File: src/rtl/seg7_scan_capture.sv
// seg7_scan_capture: monitors a multiplexed active-low 7-segment bus.
// Each digit slot is debounced and decoded back to BCD. A complete
// multi-digit word is published with a one-cycle frame_valid strobe.
// A stale flag reports when no frame has completed for too long.
module seg7_scan_capture #(
  parameter int digits         = 4,
  parameter int STABLE_CYCLES  = 4,
  parameter int TIMEOUT_CYCLES = 1000000
) (
  input  logic                  clk,
  input  logic                  rst_n,
  input  logic [6:0]            seg_n,
  input  logic [digits-1:0]     an_n,
  output logic [4*digits-1:0]   bcds,
  output logic [digits-1:0]     digit_err,
  output logic                  frame_valid,
  output logic                  stale
);

  localparam int CW = $clog2(STABLE_CYCLES + 1);
  localparam int TW = $clog2(TIMEOUT_CYCLES);
  localparam int SW = (digits > 1) ? $clog2(digits) : 1;

  localparam logic [1:0] ST_WAIT   = 2'd0;
  localparam logic [1:0] ST_SETTLE = 2'd1;
  localparam logic [1:0] ST_HELD   = 2'd2;

  logic [6:0]          s1_seg, s2_seg;
  logic [digits-1:0]   s1_an, s2_an;
  logic [1:0]          state, state_next;
  logic [CW-1:0]       cnt, cnt_next, cnt_inc;
  logic [TW-1:0]       tcnt;
  logic [4*digits-1:0] shadow;
  logic [digits-1:0]   shadow_err, seen, cap_mask, low_mask;
  logic [SW-1:0]       slot;
  logic                sel, eq, hit, cap, publish;
  logic [4:0]          dec;

  // Map an active-low abcdefg pattern to {err, code}.
  function automatic logic [4:0] decode(input logic [6:0] pat_n);
    logic [6:0] lit;
    lit = ~pat_n;
    case (lit)
      7'b1111110: decode = 5'h00;
      7'b0110000: decode = 5'h01;
      7'b1101101: decode = 5'h02;
      7'b1111001: decode = 5'h03;
      7'b0110011: decode = 5'h04;
      7'b1011011: decode = 5'h05;
      7'b1011111: decode = 5'h06;
      7'b1110000: decode = 5'h07;
      7'b1111111: decode = 5'h08;
      7'b1111011: decode = 5'h09;
      7'b0000000: decode = 5'h0F;
      default:    decode = 5'h1E;
    endcase
  endfunction

  // Two-flop synchronizer on the whole bus; idle bus is all ones.
  always_ff @(posedge clk or negedge rst_n) begin
    if (!rst_n) begin
      s1_seg <= '1;
      s2_seg <= '1;
      s1_an  <= '1;
      s2_an  <= '1;
    end else begin
      s1_seg <= seg_n;
      s2_seg <= s1_seg;
      s1_an  <= an_n;
      s2_an  <= s1_an;
    end
  end

  // Slot selection: exactly one enable low; also stability compare and decode.
  always_comb begin
    low_mask = ~s2_an;
    sel      = (low_mask != '0) && ((low_mask & (low_mask - 1'b1)) == '0);
    slot     = '0;
    for (int k = 0; k < digits; k++) begin
      if (low_mask[k]) slot = SW'(k);
    end
    eq      = (s1_seg == s2_seg) && (s1_an == s2_an);
    cnt_inc = cnt + 1'b1;
    hit     = (cnt_inc == CW'(STABLE_CYCLES));
    dec     = decode(s2_seg);
  end

  // Debounce FSM: WAIT (no slot), SETTLE (counting), HELD (captured, idle).
  always_comb begin
    state_next = state;
    cnt_next   = cnt;
    cap        = 1'b0;
    case (state)
      ST_HELD: begin
        if (!eq || !sel) begin
          cnt_next   = '0;
          state_next = sel ? ST_SETTLE : ST_WAIT;
        end
      end
      default: begin
        if (!sel) begin
          cnt_next   = '0;
          state_next = ST_WAIT;
        end else if (!eq) begin
          cnt_next   = '0;
          state_next = ST_SETTLE;
        end else if (hit) begin
          cnt_next   = '0;
          cap        = 1'b1;
          state_next = ST_HELD;
        end else begin
          cnt_next   = cnt_inc;
          state_next = ST_SETTLE;
        end
      end
    endcase
    cap_mask = cap ? (digits'(1) << slot) : '0;
    publish  = &seen;
  end

  // FSM state and stability counter.
  always_ff @(posedge clk or negedge rst_n) begin
    if (!rst_n) begin
      state <= ST_WAIT;
      cnt   <= '0;
    end else begin
      state <= state_next;
      cnt   <= cnt_next;
    end
  end

  // Shadow slots and seen mask; a full mask publishes on the following edge.
  always_ff @(posedge clk or negedge rst_n) begin
    if (!rst_n) begin
      shadow     <= '1;
      shadow_err <= '0;
      seen       <= '0;
    end else begin
      if (cap) begin
        shadow[4*slot +: 4] <= dec[3:0];
        shadow_err[slot]    <= dec[4];
      end
      seen <= publish ? cap_mask : (seen | cap_mask);
    end
  end

  // Published word, frame strobe and staleness timeout (publish wins).
  always_ff @(posedge clk or negedge rst_n) begin
    if (!rst_n) begin
      bcds        <= '1;
      digit_err   <= '0;
      frame_valid <= 1'b0;
      stale       <= 1'b1;
      tcnt        <= '0;
    end else begin
      frame_valid <= publish;
      if (publish) begin
        bcds      <= shadow;
        digit_err <= shadow_err;
        stale     <= 1'b0;
        tcnt      <= '0;
      end else if (tcnt == TW'(TIMEOUT_CYCLES - 1)) begin
        stale <= 1'b1;
      end else begin
        tcnt <= tcnt + 1'b1;
      end
    end
  end

endmodule
File: config.mk
export PLATFORM = sky130hd
export DESIGN_NAME = seg7_scan_capture
export DESIGN_NICKNAME = d
export VERILOG_FILES = /design/src/rtl/seg7_scan_capture.sv
export SDC_FILE = /design/constraint.sdc
export NUM_CORES = 1
export LEC_CHECK = 0
export BUFFER_PORTS_ARGS = -buffer_cell sky130_fd_sc_hd__buf_2
export CORE_MARGIN = 2
export CORE_UTILIZATION = 35
export DETAILED_ROUTE_END_ITERATION = 6
export PLACE_DENSITY_LB_ADDON = 0.2
export SLEW_MARGIN = 40
export SYNTH_ARGS = -nofsm -noshare
export SYNTH_HDL_FRONTEND = slang
export SYNTH_SLANG_ARGS = --single-unit
File: constraint.sdc
create_clock -name clk -period 3.65 [get_ports clk]
set_input_delay 0.365 -clock clk [delete_from_list [all_inputs] [get_ports clk]]
set_output_delay 0.365 -clock clk [all_outputs]
set_load 0.005 [all_outputs]
==> metrics.txt <==
run status=finished with violations; failing checks=negative hold slack; Crit-path slowest cell=dfstp_2; # DRC=0; Pins Over Slew Limit=0; Worst slew margin=49.0%; post-route design area=4880 um2; Placed Area=4550 um2; # setup viols final=0; CTS tree=built; Multi-input gate area=1720 um2; initial antenna violation count=0; worst hold slack=-0.0114 ns; Initial Utilization=35.6%; Gate power share=3.9%; routed len/inst=13.8 um; H-tree levels=3; Pre-antenna DRT Iters=4; vias in the first global route=2906; commonest non-fill, non-tap cell in the layout=nand2_1; Netlist Area Pre-Place=4240 um2; Fin. Hold Viols=3; total gr overflow=0; Yosys warning count=0; FMAX=0.458 GHz; Resized Gates After CTS=0; synthesis-to-layout area growth=15.2%; commonest cells after routing, fill and taps aside=nand2_1 (85), dfstp_2 (55), dfrtp_1 (38); routed wire length=8190 um; total power per unit cell area=438 nW/um2; antenna viol nets, final=0; syn_nets=425; Max Clock Skew=0.00997 ns; top_reg_cell synth=dfstp_2; Total Routing Usage GR=14.0%; core area=11900 um2; max-capacitance violation count=0; async set-reset flop share out of synthesis=100%; Clk Latency, worst-skew pair=0.34 ns; die area=13000 um2; Post-Synthesis Mean Instance Area=10.5 um2; root buf cell=clkbuf_16; Vias/cell=5.01; #FFs+latches synth=93; internal power=1670 uW; FF/Latch Area=2400 um2; Switching Fraction=21.8%; Lkg Pwr=0.00217 uW; share of cells above drive strength 1=28.1%; fill cell count=1173; clock tree buffer depth=2; Peak VDD IR=210 uV; via count=2968; Crit. End Element=flip-flop; Seq/Total Area, Yosys=56.5%; sequential power share=50.3%; Worst Path Arrival=2.41 ns; initial drt markers=114; R2R depth=5; Largest stage delay, worst path=0.66 ns; n_diodes=0; Post-CTS Setup Bufs=0; EDFF count, synth=0; gpl congestion=0.777; Setup Crit Path Kind=reg -> reg; clock slew at the register clock pins of the worst setup and hold paths=0.07 ns; Min-Delay Path Class=in -> async; CP cell instances=xor2_1 -> nor4_4 -> o2111a_1 -> nand3_2 -> mux2_1; Worst EP required=3.87 ns; I/O pins=35; IO Port Bufs=34; largest net degree at the start of global routing=66; DP HPWL=5610 um; die height=114 um; total CTS buffers=9; die width=114 um; Mapped Cells=404; # hold bufs at CTS=0; clock period minus worst slack=2.18 ns; Slew @ Worst Pin=0.760 ns; global-route wire length before repair=14300 um; setup_tns=0 ns; Final period util=59.9%; unrepaired setup endpoints after global routing=false; std cell rows=40; CP max FO=12; Distinct cells, synth=50; startpoint types=flip-flop; Switch Pwr=466 uW; Final nets=461; clock power share=45.8%; Clock Sinks=93
-- synth_stat cells, types with 3 or more instances --
master    number  area, um2
xor2_1        16        140
or3_1          8       50.1
and4_1         3       26.3
nor4_1         4       25.0
nor3_1         9       45.0
xnor2_1        9       78.8
nand4_1        3       18.8
ha_1           8        100
a21o_1         4       30.0
inv_1         11       41.3
nand2_1       85        319
and3_1         7       43.8
nand3_1       18       90.1
buf_6          3       33.8
dfstp_2       55       1450
dfrtp_1       38        951
o21ai_0       22        110
buf_2          5       25.0
a21oi_1       12       60.1
o31ai_1       11       82.6
clkbuf_1       6       22.5
nor2_1        25       93.8
-- area by class of cell --
cell class / instances / share of cell area [%]
timing repair buffer: 39 / 4.38
inverter: 12 / 0.923
multi-input combinational: 285 / 35.3
clock inverter: 4 / 1.10
sequential: 93 / 49.1
clock buffer: 12 / 5.46
tap: 147 / 3.77
-- worst max-delay path: cells and delay by family, from the launching register on --
family | cells | cell delay [ns]
flops | 1 | 0.66
simple gates | 2 | 0.54
compound gates | 1 | 0.36
mux | 1 | 0.36
xor+xnor | 1 | 0.14
-- through the flow --
| stage | utilization (%) | power [uW] | std cells | setup WS [ns] |
|---|---|---|---|---|
| final | 41.0 | 2140 | 592 | 1.47 |
| after global routing | 41.0 | 2230 | 592 | 1.25 |
| after CTS | 40.9 | 2170 | 592 | 1.45 |
| after detailed placement | 38.2 | 1180 | 576 | 1.47 |
| after global placement | 38.2 | 1170 | 576 | 1.43 |
| after floorplan | - | 1140 | 404 | 1.75 |
-- logic make-up (layout without fill, tap and decap cells) --
group                      Yosys count  count (layout)  share of synthesized area [%]
AOI/OAI and AO/OA                   63              63                           9.80
xor gates and xnor gates            25              25                           5.17
buffers and inverters               26              67                           2.98
DFF                                 93              93                           56.5
muxes                                5               5                           1.30
adders and majority gates            9               9                           2.60
and+or+nand+nor                    183             183                           21.6
-- final timing paths --
check                               start       endpoint  slack [ns]
worst max-delay path            s2_seg[4]  shadow_err[2]        1.47
worst min-delay path                rst_n       tcnt[14]       -0.01
worst max register to register  s2_seg[4]  shadow_err[2]        1.47
worst min register to register  s1_seg[3]      s2_seg[3]        0.37
max in group asynchronous           rst_n      s2_seg[5]        2.90
min in group clk                 seg_n[1]      s1_seg[1]        0.12
-- registers in the layout (all words and copies together), names as in the netlist, 2 cells and up --
name / flops
shadow_err: 4
seen: 4
cnt: 3
s1_an: 4
s1_seg: 7
s2_an: 4
bcds: 16
state: 2
s2_seg: 7
shadow: 16
tcnt: 20
digit_err: 4
-- power groups by stage --
stage / Combinational [uW] / Sequential [uW] / Clock [uW]
after floorplan: 56.3 / 1080 / 0
after global placement: 83.3 / 1090 / 0
after detailed placement: 85.1 / 1090 / 0
after CTS: 85.5 / 1080 / 1010
after global routing: 95.5 / 1080 / 1050
final: 83.5 / 1080 / 981
-- layer usage --
layer	share of wire [%]	track usage, %
met5	0	0
met4	2.0	6.59
met3	3.2	3.24
met2	44	21.0
met1	51	19.2
(Power assumes the default switching activity.)
